$ cat src/rtl/module_led_scan_mux.sv
// Registered switch-to-LED stage for NCH channels of W bits, shown either all at once or one at a time.
// Optional feature: define LED_BLINK_EN to add blink_pi and a free-running blink phase.
module module_led_scan_mux #(
    parameter int NCH       = 4,
    parameter int W         = 4,
    parameter int DIV       = 50000,
    parameter int BLINK_DIV = 25000
) (
    input  logic             clk_pi,
    input  logic             rst_pi,
    input  logic [NCH*W-1:0] s_pi,
    input  logic [NCH-1:0]   en_pi,
    input  logic             mode_pi,
`ifdef LED_BLINK_EN
    input  logic [NCH-1:0]   blink_pi,
`endif
    output logic [NCH*W-1:0] leds_po,
    output logic [NCH-1:0]   sel_po
);

    localparam int PW = (NCH > 1) ? $clog2(NCH) : 1;
    localparam int CW = (DIV > 1) ? $clog2(DIV) : 1;

    logic [NCH*W-1:0] r_s_m, r_s_s;
    logic [NCH-1:0]   r_en_m, r_en_s;
    logic             r_mode_m, r_mode_s, r_mode_d;
    logic [PW-1:0]    r_ptr;
    logic [CW-1:0]    r_cnt;

    logic [PW-1:0]    w_lowest, w_next, w_ptr_cur;
    logic             w_entry, w_tick;
    logic [NCH*W-1:0] w_leds;
    logic [NCH-1:0]   w_sel;
    logic [NCH-1:0]   w_blank;

`ifdef LED_BLINK_EN
    localparam int BCW = (BLINK_DIV > 1) ? $clog2(BLINK_DIV) : 1;

    logic [NCH-1:0] r_blink_m, r_blink_s;
    logic [BCW-1:0] r_bcnt;
    logic           r_phase;

    always_ff @(posedge clk_pi or posedge rst_pi) begin
        if (rst_pi) begin
            r_blink_m <= '0;
            r_blink_s <= '0;
            r_bcnt    <= '0;
            r_phase   <= 1'b0;
        end else begin
            r_blink_m <= blink_pi;
            r_blink_s <= r_blink_m;
            if (r_bcnt == BCW'(BLINK_DIV - 1)) begin
                r_bcnt  <= '0;
                r_phase <= ~r_phase;
            end else begin
                r_bcnt <= r_bcnt + 1'b1;
            end
        end
    end

    assign w_blank = r_blink_s & {NCH{r_phase}};
`else
    assign w_blank = '0;
`endif

    // Mode entry is seen one cycle before ptr is reloaded, so the display bypasses r_ptr then.
    assign w_entry   = r_mode_s & ~r_mode_d;
    assign w_ptr_cur = w_entry ? w_lowest : r_ptr;
    assign w_tick    = r_mode_s & ~w_entry & (r_cnt == CW'(DIV - 1));

    // Descending loops: the last match written is the nearest one.
    always_comb begin
        w_lowest = '0;
        for (int i = NCH - 1; i >= 0; i--) begin
            if (r_en_s[i]) w_lowest = PW'(i);
        end
        w_next = r_ptr;
        for (int i = NCH - 1; i >= 1; i--) begin
            if (r_en_s[(int'(r_ptr) + i) % NCH]) w_next = PW'((int'(r_ptr) + i) % NCH);
        end
    end

    always_comb begin
        w_leds = '0;
        w_sel  = '0;
        if (!r_mode_s) begin
            for (int k = 0; k < NCH; k++) begin
                if (r_en_s[k]) w_leds[k*W +: W] = r_s_s[k*W +: W];
            end
            w_sel = r_en_s;
        end else if (r_en_s[w_ptr_cur]) begin
            w_sel[w_ptr_cur]             = 1'b1;
            w_leds[w_ptr_cur*W +: W]     = r_s_s[w_ptr_cur*W +: W];
        end
        for (int k = 0; k < NCH; k++) begin
            if (w_blank[k]) w_leds[k*W +: W] = '0;
        end
    end

    // NOTE: every register here uses <= so all flops sample pre-edge values together.
    always_ff @(posedge clk_pi or posedge rst_pi) begin
        if (rst_pi) begin
            r_s_m    <= '0;
            r_s_s    <= '0;
            r_en_m   <= '0;
            r_en_s   <= '0;
            r_mode_m <= 1'b0;
            r_mode_s <= 1'b0;
            r_mode_d <= 1'b0;
            r_ptr    <= '0;
            r_cnt    <= '0;
            leds_po  <= '0;
            sel_po   <= '0;
        end else begin
            r_s_m    <= s_pi;
            r_s_s    <= r_s_m;
            r_en_m   <= en_pi;
            r_en_s   <= r_en_m;
            r_mode_m <= mode_pi;
            r_mode_s <= r_mode_m;
            r_mode_d <= r_mode_s;
            leds_po  <= w_leds;
            sel_po   <= w_sel;
            if (!r_mode_s) begin
                r_cnt <= '0;
            end else if (w_entry) begin
                r_cnt <= '0;
                r_ptr <= w_lowest;
            end else begin
                r_cnt <= w_tick ? '0 : r_cnt + 1'b1;
                if (w_tick) r_ptr <= w_next;
            end
        end
    end

endmodule

$ cat config.mk
export PLATFORM = sky130hd
export DESIGN_NAME = module_led_scan_mux
export DESIGN_NICKNAME = d
export VERILOG_FILES = /design/src/rtl/module_led_scan_mux.sv
export SDC_FILE = /design/constraint.sdc
export NUM_CORES = 1
export LEC_CHECK = 0
export BUFFER_PORTS_ARGS = -buffer_cell sky130_fd_sc_hd__buf_2
export CORE_AREA = 4 4 89 91
export DETAILED_ROUTE_END_ITERATION = 10
export DIE_AREA = 0 0 93 95
export HOLD_SLACK_MARGIN = 0.03
export PLACE_DENSITY = 0.67
export SYNTH_ARGS = -nofsm -noshare
export SYNTH_HDL_FRONTEND = slang
export SYNTH_SLANG_ARGS = --single-unit
$ cat constraint.sdc
create_clock -name clk_pi -period 3.1 [get_ports clk_pi]
set_input_delay 0.62 -clock clk_pi [delete_from_list [all_inputs] [get_ports clk_pi]]
set_output_delay 0.62 -clock clk_pi [all_outputs]
set_load 0.03 [all_outputs]
# Word-level counts from Yosys, hierarchy flattened
# Cells that the tools add are included.
# Widths: inputs -> output; s select.
[totals]
register_bits = 81
input_bits = 23
out_inout_bits = 20
word_cells = 75
[op_classes]
n_addsub = 5
n_lt_le_gt_ge = 5
eq_ne = 1
shift = 3
muxes = 34
bitwise = 9
n_reduce_logical = 7
[ops]
columns = ["cell", "count"]
rows = [
  ["$mux 16", 5],
  ["$neg 4->34", 1],
  ["$shift 4x34->16 const A", 1],
  ["$shiftx 4x34->16", 1],
  ["$mux 4", 6],
  ["$mux 2", 10],
  ["$add 16x1->16 const B", 1],
  ["$and 16x16->16", 1],
  ["$eq 16x16->1 const B", 1],
  ["$shiftx 16x5->4", 1],
  ["$lt 3x4->1 const B", 3],
  ["$bmux 1 s2", 4],
  ["$mux 1", 8],
  ["$reduce_or 2->1", 3],
  ["$add 2x2->2 const B", 2],
  ["$reduce_bool 4->1", 1],
  ["$and 1x1->1", 3],
  ["$and 1x1->1 const A", 3],
  ["$lt 2x3->1 const B", 1],
  ["$reduce_and 3->1", 1],
  ["$add 2x1->2 const B", 1],
  ["$demux 1 s2", 1],
  ["$ge 2x1->1 const B", 1],
  ["$not 1->1", 2],
  ["2 further kinds", 2],
]

# Logic depth before layout (Yosys ltp)
# Gate-level depths: netlist of the first run.
[depth]
word_depth = 11
depth_mapped = 9
mapped_depth_nobuf = 8

# Worst setup path before layout of the first run
# No wires, ideal clock.
[synth_timing]
kind = "register -> register"
start = "register r_en_s[2]"
end = "register leds_po[0]"
setup_time_ns = 0.077
t_arrival_ns = 2.181
required_time_ns = 3.023
slack_ns = 0.842
stages_incl_launch_ff = 9
n_path_buf = 1
synth_period_minus_slack_ns = 2.258
path_cell_list = "dfrtp_1 buf_6 nor2_1 nor4_2 a21oi_1 ha_1 nand3b_1 or4_4 o21ai_1"
[synth_between]
elab_chain_cells = 9
elab_cells_between_ends = 13
cone_classes = "add/sub (1); shift (3); mux (8); bitwise (1)"
[synth_rtl]
columns = ["element", "line_no", "text"]
rows = [
  ["start, declared", "25", "logic [NCH-1:0] r_en_m, r_en_s;"],
  ["start signal, assigned", "118", "r_en_s <= r_en_m;"],
  ["$mux 2 (3 in series)", "75", "if (r_en_s[i]) w_lowest = PW'(i);"],
  ["$mux 2", "68", "assign w_ptr_cur = w_entry ? w_lowest : r_ptr;"],
  ["$shiftx 16x5->4 / $neg 4->34 (equally long branches)", "93", "w_leds[w_ptr_cur*W +: W] = r_s_s[w_ptr_cur*W +: W];"],
  ["$shiftx 4x34->16 / $shift 4x34->16 (equally long branches)", "93", ""],
  ["$and 16x16->16 (no line)", "n/a", ""],
  ["$mux 16 *", "91", "end else if (r_en_s[w_ptr_cur]) begin"],
  ["$mux 16 *", "86", "if (!r_mode_s) begin"],
  ["named net w_leds[0]", "32", "logic [NCH*W-1:0] w_leds;"],
  ["end signal, assigned", "122", "leds_po <= w_leds;"],
  ["end, declared", "17", "output logic [NCH*W-1:0] leds_po,"],
]
# The timed path passes the listed nets; every way through them passes the cells marked *. The select of a mux whose other input is x is not followed.
# A chain may end at the register's enable or synchronous reset.

# Worst setup path in the final report of the first run
[layout_timing]
start = "register r_en_s[3]"
end = "register leds_po[0]"
[layout_between]
elab_chain_cells = 10
elab_cells_between_ends = 14
cone_classes = "add/sub (1); shift (3); mux (9); bitwise (1)"
[layout_rtl]
columns = ["element", "line_no"]
rows = [
  ["$mux 2 (4 in series)", "75"],
  ["$mux 2", "68"],
  ["$shiftx 16x5->4 / $neg 4->34 (equally long branches)", "93"],
  ["$shiftx 4x34->16 / $shift 4x34->16 (equally long branches)", "93"],
  ["$and 16x16->16 (no line)", "n/a"],
  ["$mux 16 *", "91"],
  ["$mux 16 *", "86"],
  ["named net w_leds[0]", "32"],
]
# Marked as above.

==> results.md, run 1 <==
* Number of DRC markers in iteration 0 at 194
* Avg Cell Area, Syn at 12.11 um^2
* # rows at 31
* Crit share post-route at 0.8737
* CTS Buffer Depth at 2
* Ports at 43
* Remaining DRCs at 0
* ANT nets after route at 0
* Tmin final at 2.708 ns
* TritonCTS buffer count at 9
* Number of global-route vias before repair at 1,969
* Crit path max-delay family: simple AND/OR/NAND/NOR gates
* Antenna Cells at 0
* Die Ht at 95 um
* Achievable Freq at 369.2 MHz
* Final hold vios at 0
* Drt wl/cell at 13.98 um
* Final slew viol count at 0
* CP Buf/Inv Count at 0
* Slowest CP cell: a21oi_1
* CP max stage delay at 0.56 ns
* Leakage at 1.746 nW
* CP arrival at 2.97 ns
* Congestion Overflow GR at 0
* Met2 Usage GRT at 0.2094
* Final Non-Filler Cells at 419
* Fin nets at 347
* Grt met1 use at 0.2022
* Via count at 2,075
* Port bufs at 42
* Postcts setup bufs at 0
* Initial antenna violation count at 0
* Core footprint at 7137 um^2
* Layer with the highest usage: met2
* Worst IR Drop VDD at 0.0003559 V
* Maxcap violations at 0
* Later-pin clock latency in the skew report at 0.35 ns
* # setup viols final at 0
* Worst-Margin Slew at 0.6972 ns
* Data required time at the worst endpoint at 3.36 ns
* R2R cell count at 7
* Netlist cell types at 46
* First-pass DRT Iterations at 4
* Dpl cells at 403
* Fill count at 634
* HP Class: primary input to asynchronous set/reset pin
* Setup TNS at 0 ns
* Post-synth net total at 300
* Area post-placement at 3552 um^2
* H-tree depth at 3
* Hold Slack at 0.2086 ns
* Layout cells sized above 1 at 0.2344
* Critical path class: register to register
* Detailed placer's ending HPWL at 4.218 mm
* Clock sink count at 81
* Largest net degree at the start of global routing at 34
* Syn-to-layout area delta at 15.84%
* Status: finished clean
* Top FF cell, synth: dfrtp_1
* Flop and latch count out of synthesis at 81
* Stages on the worst setup path at 7
* Met3 usage at 0.04143
* Vias/cell at 4.952
* RSZ-0062 raised after global routing: false
* CTS tree: done
* Initial Utilization at 0.4548
* Die width at 93 um
* Post-CTS Resized at 0
* Worst path cell trace: nor2_1 -> nor4_2 -> a21oi_1 -> ha_1 -> nand3b_1 -> or4_4 -> o21ai_1
* First-pass GRT wire length at 9.708 mm
* Clock-pin transition on the worst setup and hold timing paths at 0.09 ns
* Seq/Total Area, Yosys at 0.6245
* Gpl congestion at 0.9402
* WL final at 5.858 mm
* Crit end category: register
* Crit-path max FO at 12
* Async set or reset register ratio after synthesis at 1.000
* Post-Syn Area at 3246 um^2
* Post-synth EDFFs at 0
* P per Cell Area at 568.8 nW/um^2
* YS warnings at 0
* Die area at 8835 um^2
* GR Util All Layers at 0.1448
* Startpoint types: register
* CTS Hold Buffers Added at 0
* Post-layout instance area at 3760 um^2
* Post-Syn Instances at 268
* Skew final at 0.008303 ns
* Root Buffer: clkbuf_8
* Worst slew margin at 0.5352
==> path summary, 6_finish.rpt <==
| path | start | slack, ns | endpoint |
|---|---|---|---|
| worst max-delay path | r_en_s[3] | 0.39 | leds_po[0] |
| worst min register to register | r_s_m[9] | 0.35 | r_s_s[9] |
| min in group clk_pi | r_s_m[9] | 0.35 | r_s_s[9] |
| worst max register to register | r_en_s[3] | 0.39 | leds_po[0] |
| max in group asynchronous | rst_pi | 2.17 | sel_po[3] |
| worst min-delay path | rst_pi | 0.21 | r_s_m[11] |
==> placed cells by master (no fill, tap or decap), types with 7 or more instances in the layout <==
master	count
xnor2_1	8
nand2_1	23
o21ai_0	11
xor2_1	7
dfrtp_1	81
o21ai_1	8
a21oi_1	9
ha_1	9
clkbuf_8	9
buf_2	42
nor2_1	27
==> worst register-to-register path, cell delays in order (launching register included) <==
cell	delay, ns
dfrtp_1	0.53
nor2_1	0.26
nor4_2	0.07
a21oi_1	0.56
ha_1	0.40
nand3b_1	0.18
or4_4	0.45
o21ai_1	0.18
==> cell usage after synthesis, drive strengths merged, types with 5 or more instances <==
master  number  share of area
ha           9          0.035
nor2        28          0.035
inv          9          0.010
xor2         7          0.019
nand3        6         0.0093
buf          6          0.011
xnor2        8          0.022
mux2i        6          0.019
nand2       23          0.027
dfrtp       81           0.62
o21ai       20          0.032
a21oi        9          0.014
and3         5         0.0096
==> registers in the layout (all words and copies together) (netlist names) <==
| name | flops |
|---|---|
| leds_po | 16 |
| r_cnt | 16 |
| r_s_m | 16 |
| r_s_s | 16 |
| r_en_m | 4 |
| r_en_s | 4 |
| sel_po | 4 |
| r_ptr | 2 |
| r_mode_d | 1 |
| r_mode_m | 1 |
| r_mode_s | 1 |
==> power breakdown <==
group	internal [mW]	leakage [nW]	switching, mW
Clock	0.389	0.103	0.404
Combinational	0.0726	0.629	0.132
Sequential	1.10	1.01	0.0383
==> logic make-up after synthesis <==
group	after synthesis	synth area share
mux	6	0.01850
buf+inv	17	0.02390
flops	81	0.6245
simple gates	91	0.1588
fa+ha+maj	9	0.03470
xor+xnor	15	0.04048
compound gates	49	0.09908
==> stage by stage <==
stage / setup WS, ns / util / power [mW]
after floorplan: 0.3999 / - / 1.304
after global placement: 0.5479 / 0.4977 / 1.365
after detailed placement: 0.4475 / 0.4977 / 1.368
after CTS: 0.4249 / 0.5268 / 2.166
after global routing: 0.2322 / 0.5268 / 2.239
final: 0.3916 / 0.5268 / 2.138
==> layer usage <==
metal  part of all wire  up-vias
li1                   -     1024
met5                  0        -
met2               0.45       56
met1               0.47      987
met4              0.020        0
met3              0.058        8
==> final cells by class <==
type | count | area, um^2 | share of cell area
Tap cell | 99 | 123.9 | 0.03295
Sequential cell | 81 | 2027 | 0.5391
Inverter | 9 | 35.03 | 0.009318
Clock inverter | 7 | 83.83 | 0.02230
Clock buffer | 9 | 123.9 | 0.03295
Multi-Input combinational cell | 170 | 1141 | 0.3035
Timing Repair Buffer | 44 | 225.2 | 0.05990
Power figures use the tool's default switching activity.
==> inputs of run 2 (changes only) <==
Settings changed: ABC_AREA set to 1, CORE_AREA 4 4 89 91 to 4 4 93 95, DIE_AREA 0 0 93 95 to 0 0 97 99.
==> results.md, run 2 <==
* Status: finished clean
* Remaining DRCs at 0 (unchanged)
* Comb pwr share at 0.270 (+0.174)
* Syn-to-layout area delta at 14.74%
* Via count at 2,696 (+30%)
* Wire length on met1 at 3.412 mm (+24%)
* Worst Setup Slack, final at 0.6523 ns (+0.2606 ns)
* Drt wl/cell at 12.74 um (-8.9%)
* Ports at 43 (unchanged)
* Number of global-route vias before repair at 2,543 (+29%)
* Avg Cell Area, Syn at 9.051 um^2 (-25%)
* Gpl congestion at 0.9656 (+2.7%)
* Postcts setup bufs at 0 (unchanged)
* Fin nets at 474 (+37%)
* CP arrival at 2.71 ns (-0.26 ns)
* Clock sink count at 81 (unchanged)
* Worst IR Drop VDD at 0.0003059 V (-14%)
* Clock-pin transition on the worst setup and hold timing paths at 0.08 ns (about the same)
* Post-synth EDFFs at 0 (unchanged)
* Commonest non-fill, non-tap cell in the layout: nand2_1
* RSZ-0062 raised after global routing: false
* Vias/cell at 4.911 (-0.84%)
* Tmin final at 2.448 ns (-0.2606 ns)
* Achievable Freq at 408.5 MHz (+11%)
* Number of DRC markers in iteration 0 at 196 (+1.0%)
* HP Class: primary input to asynchronous set/reset pin
* Maxcap violations at 0 (unchanged)
* Detailed placer's ending HPWL at 5.142 mm (+22%)
* ANT nets after route at 0 (unchanged)
* First-pass GRT wire length at 11.86 mm (+22%)
* YS warnings at 0 (unchanged)
* Post-Syn Area at 3566 um^2 (+9.9%)
* Skew final at 0.01059 ns (+0.002286 ns)
* Max Used Layer: met4
* Worst slew margin at 0.5013 (-0.03390)
* Fill count at 700 (+10%)
* Congestion Overflow GR at 0 (unchanged)
* Commonest cells in the netlist: nand2_1, dfrtp_1, nand3_1, inv_1, nor2_1
* Synth area leader: dfrtp_1
* Multi-input logic area at 1301 um^2 (+14%)
* Initial Utilization at 0.4615 (+0.006695)
* First-pass DRT Iterations at 5 (+1)
* Internal power at 1.714 mW (+9.6%)
* Yosys top cell area share at 0.5684 (-0.05610)
* Core footprint at 7727 um^2 (+8.3%)
* CTS tree: done
* Initial antenna violation count at 0 (unchanged)
* Data required time at the worst endpoint at 3.36 ns (about the same)
* WL final at 6.994 mm (+19%)
* Flop and latch count out of synthesis at 81 (unchanged)
* Worst-Margin Slew at 0.7412 ns (+0.04402 ns)
* Port bufs at 42 (unchanged)
* Die width at 97 um (+4.3%)
* Top FF cell, synth: dfrtp_1
* CTS Hold Buffers Added at 0 (unchanged)
* Part of the power in registers at 0.440 (-0.093)
* Post-CTS Resized at 0 (unchanged)
* Dpl ws at 0.6938 ns (+0.2463 ns)
* Die Ht at 99 um (+4.2%)
* Clock network fraction of total power at 0.290 (-0.081)
* Commonest cells after routing, fill and taps aside: nand2_1, dfrtp_1, nand3_1
* Root Buffer: clkbuf_8
* Register Area at 2027 um^2 (unchanged)
* Critical path class: register to register
* Crit end category: register
* Setup TNS at 0 ns (unchanged)
* Leakage at 2.096 nW (+20%)
* CTS Buffer Depth at 2 (unchanged)
* Largest net degree at the start of global routing at 48 (+41%)
* Post-synth net total at 426 (+42%)
* Synth top area cells: dfrtp_1, nand2_1, nand3_1, inv_1, ha_1
* # rows at 32 (+3.2%)
* Later-pin clock latency in the skew report at 0.35 ns (about the same)
* Met2 wire length at 3.037 mm (+15%)
* Post-Syn Instances at 394 (+47%)
* Netlist cell types at 30 (-35%)
* Die area at 9603 um^2 (+8.7%)
* P per Cell Area at 648.4 nW/um^2 (+14%)
* GR Util All Layers at 0.1535 (+0.008725)
* WL met3 at 401 um (+19%)
* # setup viols final at 0 (unchanged)
* TritonCTS buffer count at 9 (unchanged)
* Crit-path max FO at 28 (+16)
* Async set or reset register ratio after synthesis at 1.000 (unchanged)
* Switching Power at 939.1 uW (+63%)
* Final slew viol count at 0 (unchanged)
* Final hold vios at 0 (unchanged)
* Layout cells sized above 1 at 0.1723 (-0.06212)
* Crit share post-route at 0.7896 (-0.08407)
* Antenna Cells at 0 (unchanged)
* Count leader, synth: nand2_1
* Sw frac at 0.3540 (+0.08514)
* H-tree depth at 3 (unchanged)
* Startpoint types: register
* Seq/Total Area, Yosys at 0.5684 (-0.05610)
## run 2: worst paths after layout
kind | from | slack [ns] | end | cells past startpoint
hold reg to reg | r_s_m[14] | 0.35 | r_s_s[14] | 0
max in group asynchronous | rst_pi | 2.15 | r_en_s[3] | 3
hold / removal | rst_pi | 0.31 | r_s_m[7] | 2
setup reg to reg | r_mode_d | 0.65 | leds_po[12] | 10
min in group clk_pi | r_s_m[14] | 0.35 | r_s_s[14] | 0
setup / recovery | r_mode_d | 0.65 | leds_po[12] | 10
## run 2: final cells by class
cell class | count | share of cell area
clock buffer | 9 | 0.03028
clock inverter | 7 | 0.01896
inverter | 52 | 0.04801
multi-input combinational | 254 | 0.3180
sequential | 81 | 0.4954
tap | 102 | 0.03119
timing repair buffer | 44 | 0.05810
## run 2: per-layer routing
layer / GRT usage / up-vias
met5: 0 / -
met4: 0.05508 / 0
met3: 0.04317 / 14
met2: 0.2288 / 85
met1: 0.2155 / 1246
li1: - / 1351
## run 2: through the flow
step	cell area [um^2]	total power, mW	utilization	hold slack (ns)	instances
finish	4091	2.653	0.5295	0.3071	549
global route	4091	2.820	0.5295	0.3447	549
CTS	4091	2.672	0.5295	0.3182	549
detailed placement	3890	1.894	0.5034	0.3347	533
global placement	3890	1.889	0.5034	0.3332	533
floorplan	3566	1.735	-	0.3312	394
## run 2: cells by family after synthesis
group,Yosys count,share of synthesized area
AO/OA/AOI/OAI,32,0.04983
XOR/XNOR,6,0.01474
buffers and inverters,59,0.06666
AND/OR/NAND/NOR,207,0.2688
adder cells (fa/ha/maj),9,0.03158
flip-flops,81,0.5684
## run 2: worst max-delay path: stages (launching register included)
cell and delay [ns]:
dfrtp_1 0.40, inv_1 0.10, nand2_4 0.11, nor2_8 0.14
nand2_4 0.15, nand2_4 0.27, inv_1 0.22, ha_1 0.40
nor3b_1 0.21, nand3_1 0.16, o21ai_1 0.20
## run 2: power by group through the flow
stage / Sequential (mW) / Combinational (mW) / Clock, mW
6_report: 1.17 / 0.717 / 0.768
5_1_grt: 1.18 / 0.803 / 0.840
4_1_cts: 1.17 / 0.712 / 0.793
3_5_place_dp: 1.19 / 0.706 / 0
3_3_place_gp: 1.19 / 0.703 / 0
2_1_floorplan: 1.21 / 0.523 / 0
==> inputs of run 3 (changes only) <==
Settings changed: PLACE_DENSITY 0.67 to 0.69.
Clock period 3.1 ns to 2.09 ns, I/O delays scaled along.
==> results.md, run 3 (synthesis gave the netlist of run 2 again) <==
* Die area at 9603 um^2 (unchanged)
* Worst IR Drop VDD at 0.0003800 V (+24%)
* Clock sink count at 81 (unchanged)
* CP arrival at 2.20 ns (-0.51 ns)
* CP max stage delay at 0.42 ns (+0.02 ns)
* # setup viols final at 0 (unchanged)
* Antenna Cells at 0 (unchanged)
* RSZ-0062 raised after global routing: false
* Max Used Layer: met4
* Worst path cell trace: inv_1 -> a21oi_1 -> a21boi_4 -> ha_1 -> inv_1 -> nand3_1 -> nor2_1 -> nand2_1 -> nand2_1
* ANT nets after route at 0 (unchanged)
* WL final at 6.846 mm (-2.1%)
* Via count at 2,697 (+0.037%)
* Maxcap violations at 0 (unchanged)
* Final Non-Filler Cells at 557 (+1.5%)
* Core footprint at 7727 um^2 (unchanged)
* Fill count at 673 (-3.9%)
* Dpl cells at 541 (+1.5%)
* Setup TNS at 0 ns (unchanged)
* Tmin final at 1.905 ns (-0.5431 ns)
* Post-CTS Resized at 0 (unchanged)
* Remaining DRCs at 0 (unchanged)
* Wire length on met1 at 3.244 mm (-4.9%)
* First-pass DRT Iterations at 5 (unchanged)
* CTS tree: done
* HP Class: primary input to asynchronous set/reset pin
* # rows at 32 (unchanged)
* Achievable Freq at 525.0 MHz (+29%)
* Status: finished clean
* Leakage at 2.125 nW (+1.4%)
* Number of global-route vias before repair at 2,591 (+1.9%)
* Final hold vios at 0 (unchanged)
* Layout cells sized above 1 at 0.1868 (+0.01455)
* Commonest cells after routing, fill and taps aside: nand2_1, dfrtp_1, nand3_1
* Crit share post-route at 0.9113 (+0.1217)
* Clock-pin transition on the worst setup and hold timing paths at 0.08 ns (about the same)
* Largest net degree at the start of global routing at 82 (+71%)
* Syn-to-layout area delta at 16.14%
* Worst-Margin Slew at 0.4147 ns (-0.3266 ns)
* Gpl congestion at 0.9464 (-2.0%)
* Number of DRC markers in iteration 0 at 231 (+18%)
* Met2 wire length at 2.963 mm (-2.4%)
* Commonest non-fill, non-tap cell in the layout: nand2_1
* Ports at 43 (unchanged)
* Vias/cell at 4.842 (-1.4%)
* P per Cell Area at 944.2 nW/um^2 (+46%)
* Data required time at the worst endpoint at 2.39 ns (-0.97 ns)
* Initial antenna violation count at 0 (unchanged)
* GR Util All Layers at 0.1541 (+0.0005476)
* Startpoint types: register
* Root Buffer: clkbuf_8
* Drt wl/cell at 12.29 um (-3.5%)
* TritonCTS buffer count at 9 (unchanged)
* Worst slew margin at 0.7236 (+0.2223)
* Crit-path max FO at 8 (-71%)
* Skew final at 0.007219 ns (-0.003370 ns)
* Initial Utilization at 0.4615 (unchanged)
* Die width at 97 um (unchanged)
* Port bufs at 42 (unchanged)
* Final slew viol count at 0 (unchanged)
* Critical path class: register to register
* Detailed placer's ending HPWL at 5.008 mm (-2.6%)
* Congestion Overflow GR at 0 (unchanged)
* CTS Buffer Depth at 2 (unchanged)
* CTS Hold Buffers Added at 0 (unchanged)
* First-pass GRT wire length at 11.92 mm (+0.46%)
* Fin nets at 482 (+1.7%)
* Register Area at 2027 um^2 (unchanged)
* Later-pin clock latency in the skew report at 0.36 ns (about the same)
* H-tree depth at 3 (unchanged)
* WL met3 at 498 um (+24%)
* Die Ht at 99 um (unchanged)
* Crit end category: register
* Slowest CP cell: dfrtp_1
* Multi-input logic area at 1301 um^2 (unchanged)
* Postcts setup bufs at 0 (unchanged)
## run 3: changes by cell type in the layout (fill, tap and decap cells not counted), sizes merged
| cell | delta |
|---|---|
| buf | +8 |
| bufinv | -1 |
| clkbuf | +1 |
| clkinv | -3 |
| clkinvlp | +1 |
| inv | +2 |
## run 3: final timing paths
| kind | slack (ns) | cells after the start | end | start |
|---|---|---|---|---|
| min in group clk_pi | 0.16 | 1 | r_en_m[1] | en_pi[1] |
| min reg2reg | 0.35 | 0 | r_s_s[1] | r_s_m[1] |
| max reg2reg | 0.19 | 9 | leds_po[4] | r_en_s[2] |
| max | 0.19 | 9 | leds_po[4] | r_en_s[2] |
| min | 0.15 | 3 | r_en_s[0] | rst_pi |
| max in group asynchronous | 1.61 | 3 | sel_po[1] | rst_pi |
## run 3: routing by layer
| metal | up-vias | track usage |
|---|---|---|
| li1 | 1367 | - |
| met1 | 1231 | 0.2053 |
| met2 | 83 | 0.2304 |
| met3 | 16 | 0.05520 |
| met4 | 0 | 0.06156 |
| met5 | - | 0 |
## run 3: through the flow
stage	total power, mW	hold slack (ns)	setup WS (ns)	utilization	area [um^2]
final	3.910	0.1459	0.1854	0.5359	4141
after global routing	4.172	0.1355	0.004886	0.5359	4141
after CTS	3.934	0.1398	0.1930	0.5355	4138
after detailed placement	2.864	0.3347	0.2181	0.5115	3953
after global placement	2.843	0.3317	0.2284	0.5115	3953
after floorplan	2.575	0.3312	0.2152	-	3570
## run 3: layout make-up
type | count | area share
Sequential cell | 81 | 0.4894
Multi-Input combinational cell | 254 | 0.3142
Timing Repair Buffer | 52 | 0.07281
Inverter | 52 | 0.04804
Clock buffer | 10 | 0.03323
Tap cell | 102 | 0.03082
Clock inverter | 6 | 0.01148
## run 3: worst max-delay path, delay by kind of cell (launching register included)
kind | cells | cell delay [ns]
compound gates | 2 | 0.42
fa+ha+maj | 1 | 0.23
buf+inv | 2 | 0.32
flops | 1 | 0.42
simple gates | 4 | 0.46
## run 3: report_power, final
| group | internal (mW) | leakage (nW) | switching (mW) | total, mW |
|---|---|---|---|---|
| logic | 0.374 | 1.02 | 0.761 | 1.14 |
| clock network | 0.478 | 0.0941 | 0.581 | 1.06 |
| registers | 1.66 | 1.01 | 0.0588 | 1.72 |
| total | 2.51 | 2.13 | 1.40 | 3.91 |
